`src/rtl/pipe_ctrl_pkg.sv`:
```
// Shared types for the RV32 pipeline hazard controller: FSM states,
// forwarding selects and the x0 register index.
package pipe_ctrl_pkg;

    typedef enum logic [1:0] {
        RUN      = 2'd0,
        MEM_WAIT = 2'd1,
        TIMEOUT  = 2'd2
    } hz_state_e;

    typedef enum logic [1:0] {
        FWD_RF = 2'b00,
        FWD_M  = 2'b01,
        FWD_W  = 2'b10
    } fwd_sel_e;

    localparam logic [4:0] REG_X0 = 5'd0;

    // A producer only forwards if it really writes a non-x0 register matching the source.
    function automatic logic fwd_match(input logic i_wr, input logic [4:0] i_rd,
                                       input logic [4:0] i_src);
        return i_wr && (i_rd != REG_X0) && (i_rd == i_src);
    endfunction

endpackage

```
`src/rtl/pipe_fwd_unit.sv`:
```
// Combinational operand and store-data forwarding selects.
// The memory stage has priority over writeback because it holds the younger result.
module pipe_fwd_unit
    import pipe_ctrl_pkg::*;
(
    input  logic [4:0] i_rs1_addr_E,
    input  logic [4:0] i_rs2_addr_E,
    input  logic [4:0] i_rd_M,
    input  logic       i_reg_wr_M,
    input  logic       i_mem_wr_M,
    input  logic [4:0] i_rs2_addr_M,
    input  logic [4:0] i_rd_W,
    input  logic       i_reg_wr_W,
    output fwd_sel_e   o_fwd_a_E,
    output fwd_sel_e   o_fwd_b_E,
    output logic       o_fwd_st_M
);

    always_comb begin
        o_fwd_a_E = FWD_RF;
        if (fwd_match(i_reg_wr_M, i_rd_M, i_rs1_addr_E))
            o_fwd_a_E = FWD_M;
        else if (fwd_match(i_reg_wr_W, i_rd_W, i_rs1_addr_E))
            o_fwd_a_E = FWD_W;
    end

    always_comb begin
        o_fwd_b_E = FWD_RF;
        if (fwd_match(i_reg_wr_M, i_rd_M, i_rs2_addr_E))
            o_fwd_b_E = FWD_M;
        else if (fwd_match(i_reg_wr_W, i_rd_W, i_rs2_addr_E))
            o_fwd_b_E = FWD_W;
    end

    assign o_fwd_st_M = i_mem_wr_M && fwd_match(i_reg_wr_W, i_rd_W, i_rs2_addr_M);

endmodule

```
`src/rtl/pipe_hazard_ctrl.sv`:
```
// Hazard/sequencing controller for the 5-stage RV32 pipeline: stall/flush, forwarding,
// dmem wait-state FSM with timeout. Optional perf counters under HAZ_PERF_CNT_EN.
//   state    | meaning
//   RUN      | normal flow, no outstanding un-acked access
//   MEM_WAIT | dmem access pending, counting un-acked cycles
//   TIMEOUT  | one-cycle kill of the hung access
module pipe_hazard_ctrl
    import pipe_ctrl_pkg::*;
#(
    parameter int MAX_WAIT = 16,
    parameter int CNT_W    = 32
) (
    input  logic             i_clk,
    input  logic             i_rst,
    input  logic [4:0]       i_rs1_addr_D,
    input  logic [4:0]       i_rs2_addr_D,
    input  logic [4:0]       i_rs1_addr_E,
    input  logic [4:0]       i_rs2_addr_E,
    input  logic [4:0]       i_rd_E,
    input  logic             i_reg_wr_E,
    input  logic             i_mem_rd_E,
    input  logic             i_branch_taken_E,
    input  logic [4:0]       i_rd_M,
    input  logic             i_reg_wr_M,
    input  logic             i_mem_rd_M,
    input  logic             i_mem_wr_M,
    input  logic [4:0]       i_rs2_addr_M,
    input  logic [4:0]       i_rd_W,
    input  logic             i_reg_wr_W,
    input  logic             i_dmem_ack,
    output logic             o_stall_F,
    output logic             o_stall_D,
    output logic             o_stall_E,
    output logic             o_stall_M,
    output logic             o_flush_D,
    output logic             o_flush_E,
    output logic             o_flush_M,
    output logic             o_flush_W,
    output logic [1:0]       o_fwd_a_E,
    output logic [1:0]       o_fwd_b_E,
    output logic             o_fwd_st_M,
    output logic             o_mem_timeout,
    output logic [CNT_W-1:0] o_perf_stall_cnt,
    output logic [CNT_W-1:0] o_perf_flush_cnt
);

    localparam int CW = $clog2(MAX_WAIT + 1);
    localparam logic [CW-1:0] WAIT_LAST = CW'(MAX_WAIT - 1);

    hz_state_e     r_state, w_state_nxt;
    logic [CW-1:0] r_wait_cnt, w_wait_cnt_nxt;
    logic          w_mem_act, w_mwait, w_load_use;
    fwd_sel_e      w_fwd_a, w_fwd_b;
    logic          w_fwd_st;
    logic          w_unused_reg_wr_E;

    // Loads always write a register, so the E-stage write enable adds nothing to load-use.
    assign w_unused_reg_wr_E = i_reg_wr_E;

    assign w_mem_act  = i_mem_rd_M | i_mem_wr_M;
    assign w_mwait    = w_mem_act & ~i_dmem_ack;
    assign w_load_use = i_mem_rd_E && (i_rd_E != REG_X0) &&
                        ((i_rd_E == i_rs1_addr_D) || (i_rd_E == i_rs2_addr_D));

    always_ff @(posedge i_clk) begin
        if (i_rst) begin
            r_state    <= RUN;
            r_wait_cnt <= '0;
        end else begin
            r_state    <= w_state_nxt;
            r_wait_cnt <= w_wait_cnt_nxt;
        end
    end

    always_comb begin
        w_state_nxt    = r_state;
        w_wait_cnt_nxt = r_wait_cnt;
        case (r_state)
            RUN: begin
                if (w_mwait) begin
                    w_state_nxt    = MEM_WAIT;
                    w_wait_cnt_nxt = CW'(1);
                end
            end
            MEM_WAIT: begin
                if (i_dmem_ack) begin
                    w_state_nxt    = RUN;
                    w_wait_cnt_nxt = '0;
                end else if (r_wait_cnt == WAIT_LAST) begin
                    w_state_nxt    = TIMEOUT;
                end else begin
                    w_wait_cnt_nxt = r_wait_cnt + CW'(1);
                end
            end
            default: begin
                w_state_nxt    = RUN;
                w_wait_cnt_nxt = '0;
            end
        endcase
    end

    always_comb begin
        o_stall_F     = 1'b0;
        o_stall_D     = 1'b0;
        o_stall_E     = 1'b0;
        o_stall_M     = 1'b0;
        o_flush_D     = 1'b0;
        o_flush_E     = 1'b0;
        o_flush_M     = 1'b0;
        o_flush_W     = 1'b0;
        o_mem_timeout = 1'b0;
        if (!i_rst) begin
            if (r_state == TIMEOUT) begin
                o_mem_timeout = 1'b1;
                o_stall_F     = 1'b1;
                o_stall_D     = 1'b1;
                o_stall_E     = 1'b1;
                o_flush_M     = 1'b1;
                o_flush_W     = 1'b1;
            end else if (w_mwait) begin
                // E is frozen, so a taken branch there is simply re-seen after the ack.
                o_stall_F = 1'b1;
                o_stall_D = 1'b1;
                o_stall_E = 1'b1;
                o_stall_M = 1'b1;
                o_flush_W = 1'b1;
            end else if (i_branch_taken_E) begin
                o_flush_D = 1'b1;
                o_flush_E = 1'b1;
            end else if (w_load_use) begin
                o_stall_F = 1'b1;
                o_stall_D = 1'b1;
                o_flush_E = 1'b1;
            end
        end
    end

    pipe_fwd_unit u_fwd (
        .i_rs1_addr_E (i_rs1_addr_E),
        .i_rs2_addr_E (i_rs2_addr_E),
        .i_rd_M       (i_rd_M),
        .i_reg_wr_M   (i_reg_wr_M),
        .i_mem_wr_M   (i_mem_wr_M),
        .i_rs2_addr_M (i_rs2_addr_M),
        .i_rd_W       (i_rd_W),
        .i_reg_wr_W   (i_reg_wr_W),
        .o_fwd_a_E    (w_fwd_a),
        .o_fwd_b_E    (w_fwd_b),
        .o_fwd_st_M   (w_fwd_st)
    );

    assign o_fwd_a_E  = i_rst ? 2'b00 : w_fwd_a;
    assign o_fwd_b_E  = i_rst ? 2'b00 : w_fwd_b;
    assign o_fwd_st_M = ~i_rst & w_fwd_st;

`ifdef HAZ_PERF_CNT_EN
    logic [CNT_W-1:0] r_stall_cnt, r_flush_cnt;

    always_ff @(posedge i_clk) begin
        if (i_rst) begin
            r_stall_cnt <= '0;
            r_flush_cnt <= '0;
        end else begin
            if (o_stall_F)
                r_stall_cnt <= r_stall_cnt + CNT_W'(1);
            if (o_flush_D | o_flush_E)
                r_flush_cnt <= r_flush_cnt + CNT_W'(1);
        end
    end

    assign o_perf_stall_cnt = i_rst ? '0 : r_stall_cnt;
    assign o_perf_flush_cnt = i_rst ? '0 : r_flush_cnt;
`else
    assign o_perf_stall_cnt = '0;
    assign o_perf_flush_cnt = '0;
`endif

endmodule

```
`config.mk`:
```
export PLATFORM = sky130hd
export DESIGN_NAME = pipe_hazard_ctrl
export DESIGN_NICKNAME = d
export VERILOG_FILES = /design/src/rtl/pipe_ctrl_pkg.sv /design/src/rtl/pipe_fwd_unit.sv /design/src/rtl/pipe_hazard_ctrl.sv
export SDC_FILE = /design/constraint.sdc
export NUM_CORES = 1
export LEC_CHECK = 0
export ABC_AREA = 1
export BUFFER_PORTS_ARGS = -buffer_cell sky130_fd_sc_hd__buf_2
export CAP_MARGIN = 15
export CORE_ASPECT_RATIO = 0.75
export CORE_UTILIZATION = 39
export CTS_CLUSTER_DIAMETER = 200
export DETAILED_ROUTE_END_ITERATION = 8
export PLACE_DENSITY = 0.82
export SLEW_MARGIN = 0
export SYNTH_ARGS = -nofsm -noshare
export SYNTH_HDL_FRONTEND = slang
export SYNTH_SLANG_ARGS = --single-unit
```
`constraint.sdc`:
```
create_clock -name i_clk -period 1.8 [get_ports i_clk]
set_input_delay 0.27 -clock i_clk [delete_from_list [all_inputs] [get_ports i_clk]]
set_output_delay 0.27 -clock i_clk [all_outputs]
set_load 0.1 [all_outputs]
```
==> results of run 1 <==
[sequential cells by signal, indices dropped and copies added (netlist names)]
name        flops
r_state         2
r_wait_cnt      5
[cell type report]
type	instances	area share, %
clock buffers	4	2.402
flip-flops and latches	7	7.472
well taps	52	3.469
inverters	32	6.404
repair buffers	64	25.35
multi-input cells	198	54.90
[power breakdown]
group          switching, mW  internal, mW  leakage (nW)
clock network         0.0691         0.153        0.0228
registers            0.00530         0.161        0.0569
logic                  0.781         0.131         0.969
[cell families (layout without fill, tap and decap cells)]
group | Yosys count | count (layout) | share of synthesized area, %
other | 1 | 64 | 0.2500
flip-flops | 7 | 7 | 9.341
adder cells (fa/ha/maj) | 2 | 2 | 1.668
buffers and inverters | 100 | 100 | 41.87
AND/OR/NAND/NOR | 90 | 90 | 26.61
AO/OA/AOI/OAI | 20 | 20 | 7.423
XOR/XNOR | 22 | 22 | 12.84
[routing by layer]
metal / up-vias / track usage, % / share of wire (%)
met2: 76 / 26.87 / 51
met1: 601 / 18.40 / 41
met3: 2 / 2.174 / 7.4
met4: 0 / 4.121 / 0.13
met5: - / 0 / 0
li1: 744 / - / -
[cells in the final DEF, fill, tap and decap left out, drive strengths merged, types with 2 or more instances in the layout]
| cell type | instances |
|---|---|
| xor2 | 15 |
| o21ai | 10 |
| inv | 32 |
| nor3b | 2 |
| nor2b | 2 |
| xnor2 | 7 |
| nor3 | 8 |
| a21oi | 7 |
| nand4 | 3 |
| conb | 64 |
| ha | 2 |
| nand2 | 40 |
| dfxtp | 7 |
| buf | 64 |
| clkbuf | 4 |
| nor2 | 23 |
| nand3 | 11 |
[through the flow]
| stage | setup TNS (ps) | area (um^2) | instances | hold slack [ps] | util, % |
|---|---|---|---|---|---|
| after floorplan | -1814 | 1794 | 305 | 440.2 | - |
| after global placement | 0 | 1815 | 352 | 452.8 | 49.59 |
| after detailed placement | 0 | 1815 | 352 | 459.0 | 49.59 |
| after CTS | 0 | 1861 | 356 | 333.4 | 50.82 |
| after global routing | 0 | 1876 | 357 | 349.3 | 51.23 |
| final | 0 | 1876 | 357 | 342.6 | 51.23 |
[timing repair]
action	in CTS	in global routing
endpoints found under the hold margin	0	0
buffers inserted	0	1
gates resized for setup	0	2
endpoints found under the setup margin	0	5
[critical path: cells and delay by family (launching register included)]
kind            cells  cell delay [ps]
compound gates      1              150
buf+inv             3              600
flops               1              320
simple gates        1              130
[how the worst min path moves through the flow]
| stage | from | to | cells after the start |
|---|---|---|---|
| 2_1_floorplan | r_wait_cnt[4]$_SDFFE_PP0P_ | r_wait_cnt[4]$_SDFFE_PP0P_ | 2 |
| 3_3_place_gp | r_wait_cnt[4]$_SDFFE_PP0P_ | r_wait_cnt[4]$_SDFFE_PP0P_ | 2 |
| 3_5_place_dp | r_wait_cnt[4]$_SDFFE_PP0P_ | r_wait_cnt[4]$_SDFFE_PP0P_ | 2 |
| 4_1_cts | i_rst | r_wait_cnt[1]$_SDFFE_PP0P_ | 2 |
| 5_1_grt | i_rst | r_wait_cnt[4]$_SDFFE_PP0P_ | 2 |
| 6_report | i_rst | r_wait_cnt[1]$_SDFFE_PP0P_ | 2 |
==> impl_metrics.yaml, run 1 <==
run_status:
  status: "complete, but fails checks"
  violations: "DRC"
setup_path:
  crit_path_end_kind: "primary output"
  crit_path_start_kind: "flop"
  slowest_stage: "buf_2"
  critical_path_arrival_ps: 1430
  crit_end: "o_stall_E"
  r2r_slack_ps: 190
  reg2reg_to: "r_wait_cnt[3]$_SDFFE_PP0P_"
  cp.required_ps: 1530
  worstRegToRegCells: 8
  critPathLaunch: "r_state[1]$_SDFFE_PP0P_"
  cp_max_fo: 3
  path_cells: "inv_1, nor2_2, inv_2, a21oi_4, buf_2"
  crit_type: "flop to primary output"
  max_stage_delay_ps: 440
  reg2reg_from: "r_wait_cnt[0]$_SDFFE_PP0P_"
floorplan:
  dieArea_um2: 4101
  start_util_pct: 40.98
  core_um2: 3661
  rows: 19
  die_x_um: 73.62
  ioPinCount: 128
  dieHeight_um: 55.71
global_route:
  overflow: 0
  grt_pass1_vias: 1168
  grt_pass1_wl_um: 4933
  antenna_found_initial: 0
  grt_use_total_pct: 15.00
  grt_start_max_net_pins: 11
routing:
  drc: 2
  postRouteAntennaNets: 0
  routed_wl_um: 3008
  routedWlPerCell_um: 8.426
  viasPerCell: 3.986
  first_iter_violations: 27
  via_count: 1423
  dr.pass1.iters: 8
sta:
  finalSetupViolCount: 0
  min_period_over_period_pct: 94.25
  rsz0062_at_grt: "no"
  fmax_mhz: 589.5
  setup_slack_ps: 103.5
  skew_ps: 1.593
  finalHoldViolCount: 0
  slew_violations: 0
  min_period_ps: 1696
logic_synthesis:
  synth_area_leaders: "buf_4 (34%), nand2_1 (9.5%), dfxtp_1 (9.3%)"
  avgSynthCellArea_um2: 6.199
  yosys_warnings: 0
  synth.most_common_cell: "buf_4"
  synth_flop_cell: "dfxtp_1"
  seq_area_frac_synth_pct: 9.341
  synthTopCellsByCount: "buf_4 (67), nand2_1 (38), inv_1 (30)"
  synth_edf_count: 0
  netlist.area_leader.share_pct: 33.53
  synthCells: 242
  synth-async-reset-ratio_pct: 0
  ys_seq_elements: 7
  synth_top_area_cell: "buf_4"
  synth.distinct_cells: 25
  synth_area_um2: 1500
clocking:
  ctsRootBufferMaster: "clkbuf_8"
  clock_latency_ps: 230
  clockBufferDepth: 2
  cts_htree_levels: 1
  cts_buffers: 3
  cts_tree: "done"
  path_clk_slew_ps: 40
  hold_buffers: 0
  clock-sinks: 7
finish:
  seq_area_um2: 140.1
  drive_above_1_share_pct: 28.52
  final_nets: 358
  fillers: 384
  diodes: 0
  multi_input_area_um2: 1030
  area_delta_synth_final_pct: 25.02
placed_design:
  gp_congestion: 0.7925
  hpwl_um: 2673
  place_ws_ps: 103.6
  portBuffers: 62
pwr:
  total_power_mw: 1.301
  p_per_area_nw_per_um2: 693.5
  p_leak_nw: 1.049
  peakVddDrop_mv: 0.3710
job:
  max-cap-violations: 0
worst_hold_path:
  hp-class: "input port to flop"
Power figures use the tool's default switching activity.
==> inputs of run 2 (changes only) <==
--- a/config.mk
+++ b/config.mk
@@ -11,3 +11,3 @@
 export CORE_ASPECT_RATIO = 0.75
-export CORE_UTILIZATION = 39
+export CORE_UTILIZATION = 40
 export CTS_CLUSTER_DIAMETER = 200
@@ -18,2 +18,3 @@
 export SYNTH_HDL_FRONTEND = slang
+export SYNTH_HIERARCHICAL = 1
 export SYNTH_SLANG_ARGS = --single-unit
==> constraint.sdc (replaced) <==
create_clock -name i_clk -period 1.8 [get_ports i_clk]
set_input_delay 0 -clock i_clk [delete_from_list [all_inputs] [get_ports i_clk]]
set_output_delay 0 -clock i_clk [all_outputs]
set_load 0.1 [all_outputs]
==> run 2 against run 1 <==
The run now ends clean. Sequential power about the same. Synthesized cell count up 18%. Flip-flop and latch count unchanged. Non-clock buffer count down 2. Final cell count up 11%. Worst setup slack better by 75 ps. Clock skew down 0.63 ps. Global-route usage about the same. Critical endpoint is now r_wait_cnt[3]$_SDFFE_PP0P_.
==> impl_metrics.yaml, run 2 <==
run_status:
  status: "completed"
floorplan:
  ioPinCount: 128
  die_x_um: 75.01
  rows: 19
  dieHeight_um: 56.76
  start_util_pct: 42.84
  dieArea_um2: 4257
  core_um2: 3732
clocking:
  cts_resized: 0
  hold_buffers: 0
  cts_buffers: 3
  clock_latency_ps: 230
  clockBufferDepth: 2
  cts_tree: "done"
  cts_setup_buffers: 0
  cts_htree_levels: 1
  clock-sinks: 7
  ctsRootBufferMaster: "clkbuf_8"
  path_clk_slew_ps: 40
logic_synthesis:
  avgSynthCellArea_um2: 5.611
  netlist.area_leader.share_pct: 31.46
  synth.distinct_cells: 23
  yosys_warnings: 6
  synthTopCellsByCount: "buf_4 (67), nand2_1 (67), inv_1 (46)"
  synth_edf_count: 0
  seq_area_frac_synth_pct: 8.764
  synth_area_um2: 1599
  synth_area_leaders: "buf_4 (31%), nand2_1 (16%), inv_1 (11%)"
  synth-async-reset-ratio_pct: 0
  synth_top_area_cell: "buf_4"
  synth_flop_cell: "dfxtp_1"
  ys_seq_elements: 7
  synthCells: 285
pwr:
  power.clock.fraction_pct: 17.2
  total_power_mw: 1.275
  power_frac_comb_pct: 69.9
  peakVddDrop_mv: 0.4297
  swShare_pct: 67.13
  power.internal_uw: 419.0
  p_seq_share_pct: 13.0
  p_leak_nw: 1.131
  p_per_area_nw_per_um2: 717.4
  p_sw_uw: 855.6
routing:
  dr.pass1.iters: 4
  drc: 0
  first_iter_violations: 47
  routed_wl_um: 3174
  via_count: 1553
  routedWlPerCell_um: 7.975
  postRouteAntennaNets: 0
  viasPerCell: 3.902
global_route:
  grt_pass1_wl_um: 5085
  grt_start_max_net_pins: 14
  antenna_found_initial: 0
  overflow: 0
  grt_use_total_pct: 14.99
  grt_pass1_vias: 1276
setup_path:
  crit_path_frequent_cell: "ha_1"
  path_cells: "ha_1, inv_1, nor3_2, ha_1, nand4_1, nand2_2, o21ai_1, nor3b_2"
  cp.required_ps: 1910
  crit_path_end_kind: "flop"
  max_stage_delay_ps: 370
  cp_max_fo: 7
  crit_type: "flop to flop"
  slowest_stage: "dfxtp_1"
  critical_path_arrival_ps: 1730
  crit_path_start_kind: "flop"
finish:
  largest_reg_flops: 5
  regMostFlops: "r_wait_cnt"
  fin_util_pct: 47.60
  largestRegisters: "r_wait_cnt x5, r_state x2"
  diodes: 0
  final_nets: 399
  layout_commonest_cell: "nand2_1"
  drive_above_1_share_pct: 23.70
  most-common-layout-cells: "nand2_1 (67), conb_1 (64), buf_2 (62), inv_1 (46), nor2_1 (33)"
  fillers: 407
  fin_cells: 398
  area_delta_synth_final_pct: 11.11
sta:
  whs_ps: 126.6
  min_period_over_period_pct: 90.05
  slew_violations: 0
  tns_ps: 0
  min_period_ps: 1621
  fmax_mhz: 616.9
  rsz0062_at_grt: "no"
  finalHoldViolCount: 0
  skew_ps: 0.9598
  finalSetupViolCount: 0
worst_hold_path:
  hp-class: "input port to flop"
job:
  max-cap-violations: 0
placed_design:
  hpwl_um: 2803
  dp_cells: 394
  portBuffers: 62
  gp_congestion: 0.8269
run 2: cell count changes after synthesis, moves of 2 or more:
cell	delta
nor2b_1	-2
nor2_1	+12
inv_1	+16
o21ai_1	+2
o21ai_0	-2
nor2_2	+2
xor2_1	-10
nand2_1	+29
nor3_1	-3
run 2: cell families (layout without fill, tap and decap cells):
logic type	Yosys count	count (layout)	synth area share (%)
simple gates	129	129	34.19
buf+inv	117	115	43.19
compound gates	18	18	6.025
xor+xnor	11	11	6.025
flops	7	7	8.763
fa+ha+maj	2	2	1.565
other cells	1	64	0.2345
run 2: layout make-up:
type	instances	area (um^2)	share of cell area, %
multi-input cells	224	1032	58.10
repair buffers	62	310.3	17.46
inverters	49	183.9	10.35
flip-flops and latches	7	140.1	7.887
well taps	52	65.06	3.662
clock buffers	4	45.04	2.535
run 2: final timing paths:
| path | slack, ps | start | cells past startpoint | to |
|---|---|---|---|---|
| max | 180 | r_wait_cnt[0]$_SDFFE_PP0P_ | 8 | r_wait_cnt[3]$_SDFFE_PP0P_ |
| min | 130 | i_rst | 2 | r_state[0]$_SDFFE_PP0P_ |
| max reg2reg | 180 | r_wait_cnt[0]$_SDFFE_PP0P_ | 8 | r_wait_cnt[3]$_SDFFE_PP0P_ |
| min reg2reg | 460 | r_wait_cnt[4]$_SDFFE_PP0P_ | 2 | r_wait_cnt[4]$_SDFFE_PP0P_ |
run 2: power groups by stage:
stage / registers (mW) / logic, mW / clock network, mW
floorplan: 0.167 / 0.894 / 0
global placement: 0.167 / 0.883 / 0
detailed placement: 0.168 / 0.887 / 0
CTS: 0.165 / 0.887 / 0.226
global route: 0.165 / 0.934 / 0.233
finish: 0.165 / 0.890 / 0.219
run 2: stage by stage:
step	worst slack, ps	area [um^2]
CTS	102.1	1772
detailed placement	113.4	1727
finish	179.0	1777
global placement	272.5	1727
global route	42.53	1777
floorplan	52.93	1858
run 2: routing by layer:
layer | vias up | wire, um | global-route usage, %
li1 | 844 | - | -
met1 | 643 | 1441 | 19.55
met2 | 60 | 1504 | 25.61
met3 | 6 | 199 | 2.334
met4 | 0 | 29 | 3.235
met5 | - | 0 | 0
run 2: worst max-delay path: cells and delay by family, from the launching register on:
| kind | cells | cell delay [ps] |
|---|---|---|
| DFF | 1 | 370 |
| buffers and inverters | 1 | 70 |
| adders and majority gates | 2 | 380 |
| and+or+nand+nor | 4 | 620 |
| AOI/OAI and AO/OA | 1 | 70 |
==> inputs of run 3 (changes only) <==
Settings changed: CORE_UTILIZATION 40 to 35, PLACE_DENSITY 0.82 to 0.73.
==> run 3 against run 2 <==
Critical endpoint unchanged. Worst hold slack worse by 15 ps. Maximum frequency up 3.9%. Via count up 3.7%. Flip-flop and latch count unchanged. Final cell count up 0.75%. Critical path type unchanged. Largest power group unchanged. Clock skew up 3.3 ps. Wire length up 5.7%. Register-to-register slack better by 60 ps.
==> impl_metrics.yaml, run 3 (synthesized netlist as in run 2, its figures left out) <==
run_status:
  status: "completed"
routing:
  dr.pass1.iters: 4
  drc: 0
  routed_wl_um: 3354
  viasPerCell: 4.015
  via_count: 1610
  routedWlPerCell_um: 8.364
  first_iter_violations: 36
  postRouteAntennaNets: 0
placed_design:
  hpwl_um: 2967
  postPlaceCellArea_um2: 1730
  place_ws_ps: 240.4
  portBuffers: 62
  dp_cells: 397
  gp_congestion: 0.8270
global_route:
  grt_use_total_pct: 14.07
  overflow: 0
  grt_pass1_vias: 1298
  antenna_found_initial: 0
  grt_pass1_wl_um: 5430
  grt_start_max_net_pins: 14
pwr:
  power_frac_comb_pct: 69.7
  swShare_pct: 67.49
  power.internal_uw: 416.0
  p_leak_nw: 1.133
  peakVddDrop_mv: 0.4748
  power.clock.fraction_pct: 17.4
  p_per_area_nw_per_um2: 717.3
  p_seq_share_pct: 12.9
  p_sw_uw: 863.8
setup_path:
  r2r_slack_ps: 240
  crit_type: "flop to flop"
  path_cells: "ha_1, inv_1, nor3_2, ha_2, nand4_1, nand2_2, o21ai_1, nor3b_2"
  max_stage_delay_ps: 360
  crit_path_end_kind: "flop"
  slowest_stage: "dfxtp_1"
  crit_path_start_kind: "flop"
  cp.required_ps: 1910
  critical_path_arrival_ps: 1670
  cp_max_fo: 7
clocking:
  clock-sinks: 7
  cts_tree: "done"
  clock_latency_ps: 230
  cts_htree_levels: 1
  ctsRootBufferMaster: "clkbuf_8"
  clockBufferDepth: 2
  path_clk_slew_ps: 40
  cts_buffers: 3
floorplan:
  start_util_pct: 38.04
  die_x_um: 80.05
  core_um2: 4204
  dieHeight_um: 60.54
  dieArea_um2: 4846
  ioPinCount: 128
  rows: 20
sta:
  tns_ps: 0
  setup_slack_ps: 239.3
  fmax_mhz: 640.7
  skew_ps: 4.276
  min_period_over_period_pct: 86.71
  rsz0062_at_grt: "no"
  min_period_ps: 1561
  finalHoldViolCount: 0
  finalSetupViolCount: 0
  slew_violations: 0
finish:
  fin_cells: 401
  fillers: 496
  final_nets: 399
  layout_commonest_cell: "nand2_1"
  regMostFlops: "r_wait_cnt"
  drive_above_1_share_pct: 24.28
  largestRegisters: "r_wait_cnt x5, r_state x2"
  largest_reg_flops: 5
  stdcell_area_um2: 1784
  diodes: 0
  most-common-layout-cells: "nand2_1 (67), conb_1 (64), buf_2 (62), inv_1 (46), nor2_1 (33)"
  area_delta_synth_final_pct: 11.58
worst_hold_path:
  hp-class: "input port to flop"
job:
  max-cap-violations: 0
## run 3: cell types whose count changed in the layout (fill, tap and decap cells not counted), sizes merged
cell / delta
clkbuf: -1
clkinv: +1
## run 3: critical path, delay by kind of cell, from the launching register on
| kind | cells | cell delay [ps] |
|---|---|---|
| compound gates | 1 | 70 |
| fa+ha+maj | 2 | 360 |
| buf+inv | 1 | 60 |
| flops | 1 | 360 |
| simple gates | 4 | 600 |
## run 3: per-layer routing
metal	wire [um]	part of all wire, %	global-route usage (%)
met5	0	0	0
met1	1461	44	17.22
met3	252	7.5	2.556
met2	1633	49	26.86
met4	7	0.21	1.531
## run 3: metrics by stage
step | utilization, % | hold WS (ps) | total power [mW]
floorplan | - | 79.31 | 1.060
global placement | 41.16 | 354.4 | 1.053
detailed placement | 41.16 | 366.9 | 1.056
CTS | 42.26 | 123.1 | 1.286
global route | 42.44 | 153.6 | 1.346
finish | 42.44 | 111.5 | 1.280
## run 3: worst paths after layout
kind,cells after the start,start,to
min reg2reg,2,r_wait_cnt[4]$_SDFFE_PP0P_,r_wait_cnt[4]$_SDFFE_PP0P_
min,2,i_rst,r_state[0]$_SDFFE_PP0P_
max,8,r_wait_cnt[0]$_SDFFE_PP0P_,r_wait_cnt[3]$_SDFFE_PP0P_
max reg2reg,8,r_wait_cnt[0]$_SDFFE_PP0P_,r_wait_cnt[3]$_SDFFE_PP0P_
## run 3: power groups by stage
stage	logic [mW]	registers, mW	clock network [mW]
after CTS	0.890	0.165	0.232
after global routing	0.939	0.165	0.241
after global placement	0.885	0.167	0
after floorplan	0.894	0.167	0
final	0.892	0.165	0.223
after detailed placement	0.889	0.167	0
## run 3: timing repair
item,in CTS,in global routing
setup endpoints to repair,0,2
resized for setup,0,2
buffers inserted,0,0
hold buffers,0,0
## run 3: final cells by class
class / instances / area, um^2 / share of cell area, %
multi-input combinational: 224 / 1035 / 57.99
timing repair buffer: 62 / 310.3 / 17.39
inverter: 49 / 183.9 / 10.31
sequential: 7 / 140.1 / 7.854
tap: 55 / 68.82 / 3.857
clock buffer: 3 / 41.29 / 2.314
clock inverter: 1 / 5.005 / 0.2805
